`src/rtl/cpld_uart_pkg.sv`:
```
`default_nettype none
// +--------------------------------------------------------------------------+
// | cpld_uart_pkg: state encodings, bit timing constants, oversample divider |
// | Rev 1.0                                                                  |
// +--------------------------------------------------------------------------+
package cpld_uart_pkg;

  localparam int unsigned TICKS_PER_BIT = 16;
  localparam int unsigned RX_MID_TICK   = 8;
  localparam int unsigned DATA_BITS     = 8;

  typedef enum logic [1:0] {
    TX_IDLE  = 2'd0,
    TX_START = 2'd1,
    TX_DATA  = 2'd2,
    TX_STOP  = 2'd3
  } tx_state_t;

  typedef enum logic [2:0] {
    RX_IDLE   = 3'd0,
    RX_START  = 3'd1,
    RX_DATA   = 3'd2,
    RX_STOP   = 3'd3,
    RX_WAITHI = 3'd4
  } rx_state_t;

  // Clamp to 1 so a slow clock still produces a tick every cycle.
  function automatic int unsigned calc_ovs_div(input int unsigned clk_freq,
                                               input int unsigned baud);
    int unsigned div;
    div = clk_freq / (baud * TICKS_PER_BIT);
    return (div < 1) ? 1 : div;
  endfunction

endpackage
`default_nettype wire

```
`src/rtl/cpld_uart_rx_fifo.sv`:
```
`default_nettype none
// +--------------------------------------------------------------------------+
// | cpld_uart_rx_fifo: synchronous receive FIFO, head visible combinationally |
// | Rev 1.0                                                                  |
// +--------------------------------------------------------------------------+
module cpld_uart_rx_fifo #(
  parameter int unsigned DEPTH = 4,
  parameter int unsigned WIDTH = 8
) (
  input  logic             clk,
  input  logic             rst,
  input  logic             i_push,
  input  logic [WIDTH-1:0] i_data,
  input  logic             i_pop,
  output logic [WIDTH-1:0] o_head,
  output logic             o_empty,
  output logic             o_full
);

  localparam int unsigned PTR_W = $clog2(DEPTH);

  logic [WIDTH-1:0] r_mem [DEPTH];
  logic [PTR_W-1:0] r_wr_ptr;
  logic [PTR_W-1:0] r_rd_ptr;
  logic [PTR_W:0]   r_count;
  logic             w_do_push;
  logic             w_do_pop;

  assign o_empty   = (r_count == '0);
  assign o_full    = (r_count == (PTR_W+1)'(DEPTH));
  assign o_head    = r_mem[r_rd_ptr];
  assign w_do_pop  = i_pop && !o_empty;
  assign w_do_push = i_push && (!o_full || w_do_pop);

  always_ff @(posedge clk) begin
    if (w_do_push) begin
      r_mem[r_wr_ptr] <= i_data;
    end
  end

  // Pointers are exactly log2(DEPTH) bits so they wrap for free.
  always_ff @(posedge clk) begin
    if (!rst) begin
      r_wr_ptr <= '0;
      r_rd_ptr <= '0;
      r_count  <= '0;
    end else begin
      if (w_do_push) r_wr_ptr <= r_wr_ptr + PTR_W'(1);
      if (w_do_pop)  r_rd_ptr <= r_rd_ptr + PTR_W'(1);
      case ({w_do_push, w_do_pop})
        2'b10:   r_count <= r_count + (PTR_W+1)'(1);
        2'b01:   r_count <= r_count - (PTR_W+1)'(1);
        default: r_count <= r_count;
      endcase
    end
  end

endmodule
`default_nettype wire

```
`src/rtl/cpld_uart_responder.sv`:
```
`default_nettype none
// +--------------------------------------------------------------------------+
// | cpld_uart_responder: CPLD-style rdn/wrn UART handshake bridged to txd/rxd |
// | Rev 1.0                                                                  |
// +--------------------------------------------------------------------------+
module cpld_uart_responder
  import cpld_uart_pkg::*;
#(
  parameter int unsigned CLK_FREQ = 11059200,
  parameter int unsigned BAUD     = 115200,
  parameter int unsigned OVS_DIV  = calc_ovs_div(CLK_FREQ, BAUD),
  parameter int unsigned RX_DEPTH = 4
) (
  input  logic       clk,
  input  logic       rst,
  input  logic       uart_rdn,
  input  logic       uart_wrn,
  input  logic [7:0] data_i,
  output logic [7:0] data_o,
  output logic       data_oe,
  output logic       uart_dataready,
  output logic       uart_tbre,
  output logic       uart_tsre,
  output logic       txd,
  input  logic       rxd
);

  localparam int unsigned OVS_W     = (OVS_DIV > 1) ? $clog2(OVS_DIV) : 1;
  localparam logic [3:0]  C_LAST_TK = 4'(TICKS_PER_BIT - 1);
  localparam logic [3:0]  C_MID_TK  = 4'(RX_MID_TICK - 1);
  localparam logic [2:0]  C_LAST_BT = 3'(DATA_BITS - 1);

  logic [OVS_W-1:0] r_ovs_cnt;
  logic             w_tick;
  logic             r_rdn_q;
  logic             r_wrn_q;
  logic             w_rd_rise;
  logic             w_wr_rise;
  logic             w_wr_accept;
  logic             r_dataready;

  tx_state_t        r_tx_state;
  logic [7:0]       r_thr;
  logic             r_thr_full;
  logic [7:0]       r_tx_shift;
  logic [3:0]       r_tx_tick;
  logic [2:0]       r_tx_bit;
  logic             r_txd;
  logic             r_tsre;

  rx_state_t        r_rx_state;
  logic             r_rxd_s1;
  logic             r_rxd_s2;
  logic             r_rxd_s3;
  logic             w_rx_fall;
  logic [7:0]       r_rx_shift;
  logic [3:0]       r_rx_tick;
  logic [2:0]       r_rx_bit;
  logic             w_rx_push;

  logic [7:0]       w_fifo_head;
  logic             w_fifo_empty;
  logic             w_fifo_full;

  assign w_tick      = (r_ovs_cnt == OVS_W'(OVS_DIV - 1));
  assign w_rd_rise   = !r_rdn_q && uart_rdn;
  assign w_wr_rise   = !r_wrn_q && uart_wrn;
  assign w_wr_accept = w_wr_rise && !r_thr_full;
  assign w_rx_fall   = r_rxd_s3 && !r_rxd_s2;
  assign w_rx_push   = (r_rx_state == RX_STOP) && w_tick && (r_rx_tick == C_LAST_TK)
                       && r_rxd_s2 && !w_fifo_full;

  assign data_oe        = ~uart_rdn;
  assign data_o         = w_fifo_empty ? 8'h00 : w_fifo_head;
  assign uart_dataready = r_dataready;
  assign uart_tbre      = ~r_thr_full;
  assign uart_tsre      = r_tsre;
  assign txd            = r_txd;

  // Strobe history resets high so releasing rst never looks like a rising edge.
  always_ff @(posedge clk) begin
    if (!rst) begin
      r_ovs_cnt   <= '0;
      r_rdn_q     <= 1'b1;
      r_wrn_q     <= 1'b1;
      r_dataready <= 1'b0;
    end else begin
      r_ovs_cnt   <= w_tick ? '0 : r_ovs_cnt + OVS_W'(1);
      r_rdn_q     <= uart_rdn;
      r_wrn_q     <= uart_wrn;
      r_dataready <= ~w_fifo_empty;
    end
  end

  always_ff @(posedge clk) begin
    if (!rst) begin
      r_tx_state <= TX_IDLE;
      r_thr      <= 8'h00;
      r_thr_full <= 1'b0;
      r_tx_shift <= 8'h00;
      r_tx_tick  <= 4'd0;
      r_tx_bit   <= 3'd0;
      r_txd      <= 1'b1;
      r_tsre     <= 1'b1;
    end else begin
      if (w_wr_accept) begin
        r_thr      <= data_i;
        r_thr_full <= 1'b1;
        r_tsre     <= 1'b0;
      end
      case (r_tx_state)
        TX_IDLE: begin
          if (r_thr_full && w_tick) begin
            r_tx_shift <= r_thr;
            r_thr_full <= 1'b0;
            r_txd      <= 1'b0;
            r_tx_tick  <= 4'd0;
            r_tx_state <= TX_START;
          end
        end
        default: begin
          if (w_tick) begin
            if (r_tx_tick != C_LAST_TK) begin
              r_tx_tick <= r_tx_tick + 4'd1;
            end else begin
              r_tx_tick <= 4'd0;
              case (r_tx_state)
                TX_START: begin
                  r_txd      <= r_tx_shift[0];
                  r_tx_bit   <= 3'd0;
                  r_tx_state <= TX_DATA;
                end
                TX_DATA: begin
                  if (r_tx_bit == C_LAST_BT) begin
                    r_txd      <= 1'b1;
                    r_tx_state <= TX_STOP;
                  end else begin
                    r_tx_shift <= r_tx_shift >> 1;
                    r_txd      <= r_tx_shift[1];
                    r_tx_bit   <= r_tx_bit + 3'd1;
                  end
                end
                TX_STOP: begin
                  // A pending byte chains straight into the next start bit.
                  if (r_thr_full) begin
                    r_tx_shift <= r_thr;
                    r_thr_full <= 1'b0;
                    r_txd      <= 1'b0;
                    r_tx_state <= TX_START;
                  end else begin
                    r_tx_state <= TX_IDLE;
                    if (!w_wr_accept) r_tsre <= 1'b1;
                  end
                end
                default: r_tx_state <= TX_IDLE;
              endcase
            end
          end
        end
      endcase
    end
  end

  always_ff @(posedge clk) begin
    if (!rst) begin
      r_rxd_s1   <= 1'b1;
      r_rxd_s2   <= 1'b1;
      r_rxd_s3   <= 1'b1;
      r_rx_state <= RX_IDLE;
      r_rx_shift <= 8'h00;
      r_rx_tick  <= 4'd0;
      r_rx_bit   <= 3'd0;
    end else begin
      r_rxd_s1 <= rxd;
      r_rxd_s2 <= r_rxd_s1;
      r_rxd_s3 <= r_rxd_s2;
      case (r_rx_state)
        RX_IDLE: begin
          if (w_rx_fall) begin
            r_rx_tick  <= 4'd0;
            r_rx_state <= RX_START;
          end
        end
        RX_START: begin
          if (w_tick) begin
            if (r_rx_tick == C_MID_TK) begin
              r_rx_tick <= 4'd0;
              r_rx_bit  <= 3'd0;
              r_rx_state <= r_rxd_s2 ? RX_IDLE : RX_DATA;
            end else begin
              r_rx_tick <= r_rx_tick + 4'd1;
            end
          end
        end
        RX_DATA: begin
          if (w_tick) begin
            if (r_rx_tick == C_LAST_TK) begin
              r_rx_tick  <= 4'd0;
              r_rx_shift <= {r_rxd_s2, r_rx_shift[7:1]};
              if (r_rx_bit == C_LAST_BT) r_rx_state <= RX_STOP;
              else                       r_rx_bit   <= r_rx_bit + 3'd1;
            end else begin
              r_rx_tick <= r_rx_tick + 4'd1;
            end
          end
        end
        RX_STOP: begin
          if (w_tick) begin
            if (r_rx_tick == C_LAST_TK) begin
              r_rx_tick  <= 4'd0;
              r_rx_state <= r_rxd_s2 ? RX_IDLE : RX_WAITHI;
            end else begin
              r_rx_tick <= r_rx_tick + 4'd1;
            end
          end
        end
        RX_WAITHI: begin
          if (r_rxd_s2) r_rx_state <= RX_IDLE;
        end
        default: r_rx_state <= RX_IDLE;
      endcase
    end
  end

  cpld_uart_rx_fifo #(
    .DEPTH (RX_DEPTH),
    .WIDTH (DATA_BITS)
  ) u_rx_fifo (
    .clk     (clk),
    .rst     (rst),
    .i_push  (w_rx_push),
    .i_data  (r_rx_shift),
    .i_pop   (w_rd_rise),
    .o_head  (w_fifo_head),
    .o_empty (w_fifo_empty),
    .o_full  (w_fifo_full)
  );

endmodule
`default_nettype wire

```
`config.mk`:
```
export PLATFORM = sky130hd
export DESIGN_NAME = cpld_uart_responder
export DESIGN_NICKNAME = d
export VERILOG_FILES = /design/src/rtl/cpld_uart_pkg.sv /design/src/rtl/cpld_uart_rx_fifo.sv /design/src/rtl/cpld_uart_responder.sv
export SDC_FILE = /design/constraint.sdc
export NUM_CORES = 1
export LEC_CHECK = 0
export CELL_PAD_IN_SITES_DETAIL_PLACEMENT = 1
export CELL_PAD_IN_SITES_GLOBAL_PLACEMENT = 2
export CORE_MARGIN = 2
export CORE_UTILIZATION = 36
export CTS_CLUSTER_SIZE = 8
export DETAILED_ROUTE_END_ITERATION = 10
export PLACE_DENSITY = 0.73
export SKIP_CTS_REPAIR_TIMING = 1
export SYNTH_ARGS = -nofsm -noshare
export SYNTH_HDL_FRONTEND = slang
export SYNTH_SLANG_ARGS = --single-unit
```
`constraint.sdc`:
```
create_clock -name clk -period 2.3 [get_ports clk]
set_clock_uncertainty 0.2 [all_clocks]
set_input_delay 0.46 -clock clk [delete_from_list [all_inputs] [get_ports clk]]
set_output_delay 0.46 -clock clk [all_outputs]
set_load 0.05 [all_outputs]
```
Word level (Yosys, flattened, before mapping)
Memory sizes are Yosys's and may differ from the RTL's. A register that Yosys moved wholly into a read port is not among the register bits.
Index checks and enable logic that the tools add are counted.

cells by class
  muxes and demuxes = 71
  bitwise gates (word level) = 6
  reductions and logical operators = 39
  eq/ne operators = 33
  add/sub/neg operators = 9

operators with widths
  kind                 number
  $mux 8               7
  $mux 3               16
  $mux 4               9
  $mux 1               23
  $ne 2x2->1 const B   11
  $pmux 3 s2           3
  $mux 2               8
  $pmux 8 s2           1
  $eq 3x3->1 const B   5
  $pmux 3 s5           1
  $add 3x1->3 const B  4
  $pmux 4 s3           1
  $reduce_and 6->1     2
  $logic_and 1x1->1    11
  $reduce_and 5->1     2
  $reduce_and 9->1     1
  $add 4x1->4 const B  2
  $reduce_and 4->1     2
  $reduce_bool 2->1    4
  $eq 2x2->1 const B   3
  $eq 3x2->1 const B   2
  $logic_not 1->1      6
  $logic_not 3->1      2
  $ne 2x1->1 const B   3
  19 further kinds     29

word-level totals
  RAM bits = 32
  memories = 1
  flip-flop bits (word level) = 62
  output and inout bits = 13

memories
  memory           words  bits a word  rd ports  clocked after Yosys merged registers in  write ports  line                     RTL
  u_rx_fifo.r_mem  4      8            1         1                                        1            cpld_uart_rx_fifo.sv:22  logic [WIDTH-1:0] r_mem [DEPTH];

Longest topological paths before layout
Gate-level depths: netlist of run 1.

  depth in word-level cells = 10
  depth in mapped cells = 11
  depth with buffers taken out = 11

Cells and area by module
Synthesis of run 1 repeated with hierarchy kept, for this count alone.

unflattened totals
  cells, all modules = 398
  area, all modules = 4297.9 µm²

modules (own cells, without submodules)
  module               cells each  seq. area each (µm²)  times used  area an instance (µm²)
  cpld_uart_responder  302         1101.1                1           2652.5
  cpld_uart_rx_fifo    96          1141.1                1           1645.3

Worst setup path before layout of run 1
OpenSTA, ideal clock, no wires.

  path type = in2reg
  start = input port uart_rdn
  end = register u_rx_fifo.r_count[2]
  arrival = 2.210 ns
  stages = 8
  path slack = -0.181 ns
  data required time = 2.030 ns
  library setup time = 0.070 ns
  path through = inv_1 > nor3_1 > ha_1 > inv_1 > fa_1 > xor2_1 > or3_1 > a21oi_1

between the ends
  word-level cells in the longest chain between the ends = 6
  elaborated cells between the ends (all ways) = 8

RTL lines
  element                                                 line                       RTL
  from (decl)                                             cpld_uart_responder.sv:16  input logic uart_rdn,
  $logic_and 1x1->1 (*)                                   cpld_uart_responder.sv:66  assign w_rd_rise = !r_rdn_q && uart_rdn;
  $logic_and 1x1->1 (*)                                   cpld_uart_rx_fifo.sv:32    assign w_do_pop = i_pop && !o_empty;
  via u_rx_fifo.w_do_pop                                  cpld_uart_rx_fifo.sv:27    logic w_do_pop;
  $logic_or 1x1->1                                        cpld_uart_rx_fifo.sv:33    assign w_do_push = i_push && (!o_full || w_do_pop);
  $logic_and 1x1->1                                       cpld_uart_rx_fifo.sv:33
  $eq 2x1->1 / $eq 2x2->1 (equally long branches)         cpld_uart_rx_fifo.sv:50    case ({w_do_push, w_do_pop})
  $pmux 3 s2 / $reduce_bool 2->1 (equally long branches)  n/a
  to (signal assigned)                                    cpld_uart_rx_fifo.sv:51    2'b10: r_count <= r_count + (PTR_W+1)'(1);
  to (signal assigned)                                    cpld_uart_rx_fifo.sv:52    2'b01: r_count <= r_count - (PTR_W+1)'(1);
  to (signal assigned)                                    cpld_uart_rx_fifo.sv:53    default: r_count <= r_count;
  to (decl)                                               cpld_uart_rx_fifo.sv:25    logic [PTR_W:0] r_count;

The timed path passes the listed nets; every way through them passes the cells marked *.
A chain may end at the register's enable or synchronous reset.

Worst setup path in the final report of run 1
  start = register r_ovs_cnt[0]
  end = register u_rx_fifo.r_count[2]

between the ends
  word-level cells in the longest chain between the ends = 8
  elaborated cells between the ends (all ways) = 10

RTL lines
  element                                                 line                       RTL
  from (decl)                                             cpld_uart_responder.sv:33  logic [OVS_W-1:0] r_ovs_cnt;
  from (signal assigned)                                  cpld_uart_responder.sv:88  r_ovs_cnt <= w_tick ? '0 : r_ovs_cnt + OVS_W'(1);
  $eq 3x3->1 (*)                                          cpld_uart_responder.sv:65  assign w_tick = (r_ovs_cnt == OVS_W'(OVS_DIV - 1));
  $logic_and 1x1->1 (*) (2 in a row)                      cpld_uart_responder.sv:70  assign w_rx_push = (r_rx_state == RX_STOP) && w_tick && (r_rx_tick == C_LAST_TK)
  $logic_and 1x1->1 (*) (2 in a row)                      cpld_uart_responder.sv:71  && r_rxd_s2 && !w_fifo_full;
  $logic_and 1x1->1 (*)                                   cpld_uart_rx_fifo.sv:33
  $eq 2x1->1 / $eq 2x2->1 (equally long branches)         cpld_uart_rx_fifo.sv:50
  $pmux 3 s2 / $reduce_bool 2->1 (equally long branches)  n/a

Every way passes the cells marked *; elsewhere a longest branch is shown, timed or not.

==> results of run 1 <==
cell usage after synthesis, types with 2 or more instances:
cell / instances / share of area
sky130_fd_sc_hd__nand2b_1: 9 / 0.013
sky130_fd_sc_hd__a2111oi_4: 2 / 0.013
sky130_fd_sc_hd__nand4b_1: 2 / 0.0040
sky130_fd_sc_hd__and2_1: 7 / 0.010
sky130_fd_sc_hd__a211oi_1: 2 / 0.0035
sky130_fd_sc_hd__xor2_1: 2 / 0.0040
sky130_fd_sc_hd__nor3b_1: 3 / 0.0052
sky130_fd_sc_hd__o21ai_0: 11 / 0.013
sky130_fd_sc_hd__dfxtp_1: 64 / 0.30
sky130_fd_sc_hd__o21a_1: 2 / 0.0035
sky130_fd_sc_hd__nand3_1: 8 / 0.0092
sky130_fd_sc_hd__nand2_1: 13 / 0.011
sky130_fd_sc_hd__or3_1: 10 / 0.014
sky130_fd_sc_hd__o211ai_1: 2 / 0.0035
sky130_fd_sc_hd__o41ai_2: 2 / 0.0075
sky130_fd_sc_hd__a21oi_1: 18 / 0.021
sky130_fd_sc_hd__nand4_1: 3 / 0.0043
sky130_fd_sc_hd__o21ai_1: 3 / 0.0035
sky130_fd_sc_hd__nor2_1: 40 / 0.035
sky130_fd_sc_hd__ha_1: 17 / 0.049
sky130_fd_sc_hd__inv_1: 17 / 0.015
sky130_fd_sc_hd__mux2i_1: 30 / 0.069
sky130_fd_sc_hd__a31oi_1: 3 / 0.0043
sky130_fd_sc_hd__xnor2_1: 4 / 0.0081
sky130_fd_sc_hd__clkbuf_1: 9 / 0.0078
sky130_fd_sc_hd__nor3_1: 5 / 0.0058
sky130_fd_sc_hd__nand4_2: 2 / 0.0058
sky130_fd_sc_hd__nor2b_1: 9 / 0.013
sky130_fd_sc_hd__edfxtp_1: 32 / 0.22
sky130_fd_sc_hd__nand3b_1: 2 / 0.0035
sky130_fd_sc_hd__buf_6: 4 / 0.010
sky130_fd_sc_hd__nor4b_1: 2 / 0.0040
sky130_fd_sc_hd__buf_2: 6 / 0.0069
sky130_fd_sc_hd__mux4_2: 8 / 0.042
where the power goes:
part	switching [W]	leakage (nW)	internal (W)
Sequential	0.0000131	0.817	0.00176
Clock	0.000691	0.149	0.000864
Combinational	0.0000842	0.942	0.0000712
Total	0.000788	1.91	0.00269
worst paths after layout:
check	endpoint
max	u_rx_fifo.r_count[2]$_SDFFE_PN0P_
min	r_rxd_s2$_SDFF_PN1_
max reg2reg	u_rx_fifo.r_count[2]$_SDFFE_PN0P_
min reg2reg	r_rxd_s2$_SDFF_PN1_
area by class of cell:
class                   count  area share
inverters                  17      0.0127
flip-flops and latches     96       0.424
multi-input cells         247       0.377
clock inverters             6      0.0139
clock buffers              10      0.0431
repair buffers             56      0.0945
well taps                 147      0.0347
registers in the layout, summed over array words and instances (netlist names), 3 cells and up, named ones only:
name / flops
u_rx_fifo.r_mem: 32
r_rx_shift: 8
r_thr: 8
r_tx_shift: 8
r_rx_tick: 4
r_tx_tick: 4
r_ovs_cnt: 3
r_rx_bit: 3
r_rx_state: 3
r_tx_bit: 3
u_rx_fifo.r_count: 3
routing by layer:
layer	vias to the layer above	wire, um	GRT usage
met5	-	0	0
met3	11	201	0.0383
li1	1460	-	-
met1	1452	4330	0.192
met4	0	140	0.0569
met2	21	4430	0.244
kinds of logic (layout without fill, tap and decap cells):
kind of cell               count (synthesis)  after routing  synth area share
and+or+nand+nor                          124            124             0.158
buffers and inverters                     37             89            0.0406
AOI/OAI and AO/OA                         61             61             0.108
muxes                                     38             38             0.111
adders and majority gates                 18             18            0.0536
DFF                                       96             96             0.517
xor gates and xnor gates                   6              6            0.0121
per-stage QoR:
step,std cells,setup WS [ns]
finish,579,-0.0213
CTS,578,-0.148
global placement,562,-0.415
floorplan,380,-0.0894
detailed placement,562,-0.498
global route,579,-0.187
cells in the final DEF, fill, tap and decap left out, drive strengths merged, types with 7 or more instances in the layout:
cell type and count:
mux4 8, o21ai 14, clkbuf 10, buf 41
nor2 41, clkdlybuf4s50 14, or3 10, dfxtp 64
edfxtp 32, and2 7, nand2b 9, nand2 14
nor2b 9, a21oi 19, ha 17, nand3 8
inv 21, mux2i 30
==> results.md, run 1 <==
- The die covers 13,000 um^2.
- In this run the most critical hold path is launched from r_rxd_s1$_SDFF_PN1_.
- The number of global-route vias before repair was 3,039.
- The cell count after synthesis came out at 380.
- The top-level I/O count is 26.
- The count of nets left with antenna violations once routing finished came out at 0.
- The number of core rows is 40.
- Measured against its own limit, the worst slew margin works out to 0.574.
- Yosys mapped a number of flops with a built-in enable equal to 32.
- Across the run, the number of max-cap violations was 0.
- The longest clock path from root to sink contains 2 buffers.
- Setup slack on the critical path of the routed design comes to -0.0213 ns.
- Dividing total power by cell area gives a power density of 656 nW/um^2.
- The master of the slowest instance on the critical path is sky130_fd_sc_hd__dfxtp_2.
- The synthesized area divided by synthesized cell count is 11.4 um^2.
- After routing, the total negative slack on setup checks comes to -0.0476 ns.
- The share of final-layout standard cells stronger than drive strength 1 is 0.231.
- The core region is 11,900 um^2.
- The number of antenna violations at the first check in global routing came to 0.
- The total power consumption of the routed design is 0.00348 W.
- STA puts the critical path data required time at 2.39 ns.
- In the final design database the tool counted 458 nets.
- The synthesized design contains 96 register bits.
- The checks that failed: setup timing.
- Summing all non-filler instances in the final layout gives an area of around 5300 um^2.
- The number of distinct library cells after synthesis is 61.
- After clock tree synthesis, the clock-pin slew on the worst setup and hold paths is 0.07 ns.
- The final weighted congestion in routability-driven placement is about 0.76.
- In this run the clock root is driven by a sky130_fd_sc_hd__clkbuf_16.
- For this run, the share of the core covered by cells in the final layout is 0.446.
- The routed length per placed instance is between 15 and 20 um.
- Data arrives at the worst endpoint at 2.41 ns.
- The final hold violation count is 0.
- The area of the mapped netlist is approximately 4300 um^2.
- The total of buffers placed on input and output ports is 25.
- Entering global routing, the biggest net connects 37 pins.
- Counting cells, the worst reg-to-reg path comes to 10.
- The start point of the critical path is r_ovs_cnt[0]$_SDFF_PP0_.
- The net count after synthesis is 411.
- The multi-input logic area is 2000 um^2.
- The remaining global-route overflow is 0.
- The wire-length estimate of the detail-placed layout is 6180 um.
- The type of element capturing the critical path is a register.
- The total DRC errors in the routed layout is 0.
- The CTS tree is done.
- Clock latency on the worst-skew pair, taken at its later pin, is 0.35 ns.
- The count of antenna diodes in the layout is 0.
- The width of the die is 114 um.
- The predominant post-synthesis flop cell is sky130_fd_sc_hd__dfxtp_1.
- The upper clock frequency limit is about 0.43 GHz.
- The setup check on the worst reg-to-reg path leaves a slack of -0.02 ns.
- Across all layers, the routed design uses 2,944 vias.
- The fill cell instance count of the final layout is 1,302.
- The async set-or-reset flop fraction in the synthesized netlist is 0.
- Setup repair after global routing could not meet its margin everywhere.
- The worst path in the final design needs a cycle of 2.32 ns, including I/O delays and setup.
- The final-report setup violation count is 5.
- The slew at the pin closest to its max-slew limit is 0.623 ns.
- For this run, the register share of the synthesized area comes to 0.517.
- In this run the worst hold path is classified as reg -> reg.
- After detailed placement, the total cell area comes to 4910 um^2.
- During synthesis, Yosys emitted a total of 0 warnings.
- The maximum level of the CTS H-tree is 3.
- The run finished, with violations left.
- In the global route stage, overall resource usage came out at 0.150.
- The critical path is of the reg -> reg type.
- The type of origin of the critical path is a register.
- The number of buffers inserted during clock tree synthesis is 9.
- The worst-case IR drop observed on VDD is 0.312 mV.
- Counting instances, the worst hold path has a depth of 1.
- The sequential cells in the finished layout cover a total of 2250 um^2.
- The cell family contributing the most delay on the critical path is adder cells.
- The biggest fanout along the worst timing path is 3.
- The clock net in this run drives a total of 96 sinks.
- In this design, the stage delay of the slowest critical-path cell is 0.37 ns.
- The die is 114 um tall.
- Using the TritonRoute via totals, the vias-per-cell ratio works out to 5.08.
- The number of detailed-route iterations in the first pass is 3.
- After the first detailed-routing iteration, the DRC count stood at 85.
- The growth of design area from synthesis to finish is 22.3%.
- Traced cell by cell, the critical path runs through ha_4 -> nand4_4 -> a2111oi_4 -> inv_1 -> ha_2 -> inv_2 -> fa_2 -> xor2_1 -> or3_1 -> a21oi_2.
- The count of pins over their slew limit was 0.
- The starting density of the core is 0.364.
- The total detailed-routing wirelength is 9100 um.
- The final cycle utilization of the critical path is 1.01.
- For this design the static power due to leakage is about 1.9 nW.
- In this run the critical register-to-register path is launched from r_ovs_cnt[0]$_SDFF_PP0_.
- In this run the number of cells on the critical path is 10.
- The global-route wire length before repair is between 15,000 and 20,000 um.
- The buffer and inverter count on the worst path is 2.
- The worst hold margin is 0.215 ns.
Power figures use the tool's default switching activity.
==> run 2, diff against run 1 <==
CORE_UTILIZATION = 43   (was 36)
PLACE_DENSITY = 0.82   (was 0.73)
SETUP_SLACK_MARGIN = 0.02   (was unset)
clock period = 2.8 ns   (was 2.3 ns; I/O delays follow)
==> run 2 against run 1 <==
  * The run now ends clean
  * Sequential share of layout area rose by 3.1 points
  * Wire length fell by 4.5%
  * Cell area fell by 7.0%
  * Clock-buffer cell count fell by 1
  * Total power fell by 30%
  * Cell count fell by 5.2%
  * Largest power group unchanged
==> results.md, run 2 (synthesis gave the netlist of run 1 again) <==
- The path class of the tightest hold or removal check is reg -> reg.
- The number of routed nets with antenna violations is 0.
- The growth of design area from synthesis to finish is 13.7%.
- The worst setup path is captured at a register.
- From left edge to right edge, the die measures roughly 100 um.
- The total of buffers placed on input and output ports is 25.
- Among cell families on the critical path, the largest total delay comes from adder cells.
- The total power consumption of the routed design is 0.00245 W.
- Of all nets on the critical path, the largest fanout is 5.
- The buffer and inverter count on the worst path is 2.
- The library cell used most frequently in the layout, excluding fill and tap cells, is sky130_fd_sc_hd__dfxtp_1.
- The number of core rows is 36.
- The final cycle utilization of the critical path is 0.912.
- The signal on the critical path passes through ha_1 -> nand4_2 -> a2111oi_4 -> inv_1 -> ha_1 -> inv_1 -> fa_1 -> xor2_1 -> or3_1 -> a21oi_1.
- The run finished with clean final reports.
- The number of antenna violations at the first check in global routing was 0.
- The worst setup path is launched from a register.
- The final hold violation count is 0.
- Setup repair after global routing left no endpoint under its margin.
- In the layout the commonest cells are sky130_fd_sc_hd__dfxtp_1, sky130_fd_sc_hd__nor2_1, sky130_fd_sc_hd__edfxtp_1.
- The normalized max-slew margin is 0.399.
- The master of the slowest instance on the critical path is sky130_fd_sc_hd__dfxtp_1.
- The violation count after the first detailed-routing iteration is 105.
- After detailed routing, the number of remaining DRC violations is 0.
- The global-route wire length before repair is 14,900 um.
- The clock passes through at most 2 buffers.
- The longest individual stage delay on the worst path is around 0.4 ns.
- In the final layout, the share of cells above drive strength 1 is 0.161.
- The final period demand of the worst path is 2.55 ns.
- In the final routed layout, each cell accounts on average for 15.8 um.
- Dividing the detail-routed via count by the number of cells gives 5.33.
- After routing the design area is between 4000 and 5000 um^2.
- After legalization and detailed placement, the total HPWL measured 6160 um.
- In this run the vertical extent of the chip is between 100 and 150 um.
- VDD sags by at most about 0.21 mV.
- The number of global-route vias before repair is 3,033.
- Clock-pin slew was measured on the worst setup and hold paths at 0.10 ns.
- The register with the most flip-flops in the layout has 32 of them.
- TritonCTS built the clock tree.
- The final weighted congestion in routability-driven placement is approximately 0.77.
- The clock drives 96 sinks.
- For this run, the detailed router's first-pass iteration total came to 4.
- The H-tree generated during clock tree synthesis spans 3 levels.
- Summed over all layers, the routed wires come to 8680 um.
- The placed cell area is 4740 um^2.
- The number of placed instances, taps included is 533.
- For this run, the post-layout net count is ~440.
- The die covers 10,900 um^2.
- The starting density of the core is 0.444.
- The worst setup path is of the reg -> reg kind.
- In this run the count of I/O pins placed on the die edge is 26.
- Entering global routing, the biggest net connects 38 pins.
- The number of buffers inserted during clock tree synthesis is 9.
- For the pin with the worst max-slew slack, the measured transition is 0.896 ns.
- Setup violations remaining at the end of the flow were counted as 0.
- Across every metal layer, demand over resource in global routing totals 0.171.
- Max-cap violations in this run came to 0.
- The number of standard cells in the final layout excluding fillers is between 500 and 600.
- The tree is rooted in a sky130_fd_sc_hd__clkbuf_8.
- Derived from the worst setup path, the maximum achievable clock frequency is 0.392 GHz.
- For this design the static power due to leakage is between 1.5 and 2 nW.
- Dividing total power by cell area gives a power density of between 400 and 500 nW/um^2.
- Global routing finished with a remaining overflow of 0.
- The top register by number of flip-flops is u_rx_fifo.r_mem.
- Data on the critical path arrives at its endpoint at 2.65 ns.
- The total number of vias is 2,927.
- At the end of the flow the core is filled with cells to 0.505.
- The clock latency on the worst-skew pair is 0.36 ns.
- The number of antenna diodes in the final layout is 0.
- The data required time of the worst path is about 2.9 ns.
- In this run the standard cell core region covers 9770 um^2.
- The count of pins over their slew limit is 0.
-- run 2: per-stage QoR --
| step | hold slack, ns | TNS, ns | worst slack [ns] |
|---|---|---|---|
| 6_report | 0.230 | 0 | 0.246 |
| 5_1_grt | 0.247 | 0 | 0.0583 |
| 4_1_cts | 0.237 | 0 | 0.232 |
| 3_5_place_dp | 0.213 | -0.0967 | -0.0967 |
| 3_3_place_gp | 0.233 | 0 | 0.0178 |
| 2_1_floorplan | 0.186 | 0 | 0.219 |
-- run 2: path summary, 6_finish.rpt --
check | start | to | slack (ns) | cells after the start
max | r_rx_tick[0]$_SDFFE_PN0P_ | u_rx_fifo.r_count[2]$_SDFFE_PN0P_ | 0.25 | 10
min | r_rxd_s1$_SDFF_PN1_ | r_rxd_s2$_SDFF_PN1_ | 0.23 | 1
max reg2reg | r_rx_tick[0]$_SDFFE_PN0P_ | u_rx_fifo.r_count[2]$_SDFFE_PN0P_ | 0.25 | 10
min reg2reg | r_rxd_s1$_SDFF_PN1_ | r_rxd_s2$_SDFF_PN1_ | 0.23 | 1
-- run 2: where the power goes --
| group | leakage [nW] | switching (W) | internal (W) |
|---|---|---|---|
| registers | 0.815 | 0.0000114 | 0.00144 |
| clock network | 0.0926 | 0.000540 | 0.000348 |
| logic | 0.831 | 0.0000616 | 0.0000490 |
| total | 1.74 | 0.000613 | 0.00184 |
-- run 2: layout make-up --
type / instances / area, um^2
multi-input combinational: 247 / 1930
timing repair buffer: 40 / 340
clock inverter: 7 / 71.3
tap: 133 / 166
clock buffer: 9 / 124
sequential: 96 / 2240
inverter: 17 / 63.8
fill: 1070 / 4840
-- run 2: per-layer routing --
| layer | share of wire | vias up | global-route usage |
|---|---|---|---|
| li1 | - | 1433 | - |
| met1 | 0.47 | 1460 | 0.219 |
| met2 | 0.50 | 30 | 0.290 |
| met3 | 0.026 | 4 | 0.0432 |
| met4 | 0.0051 | 0 | 0.0434 |
| met5 | 0 | - | 0 |
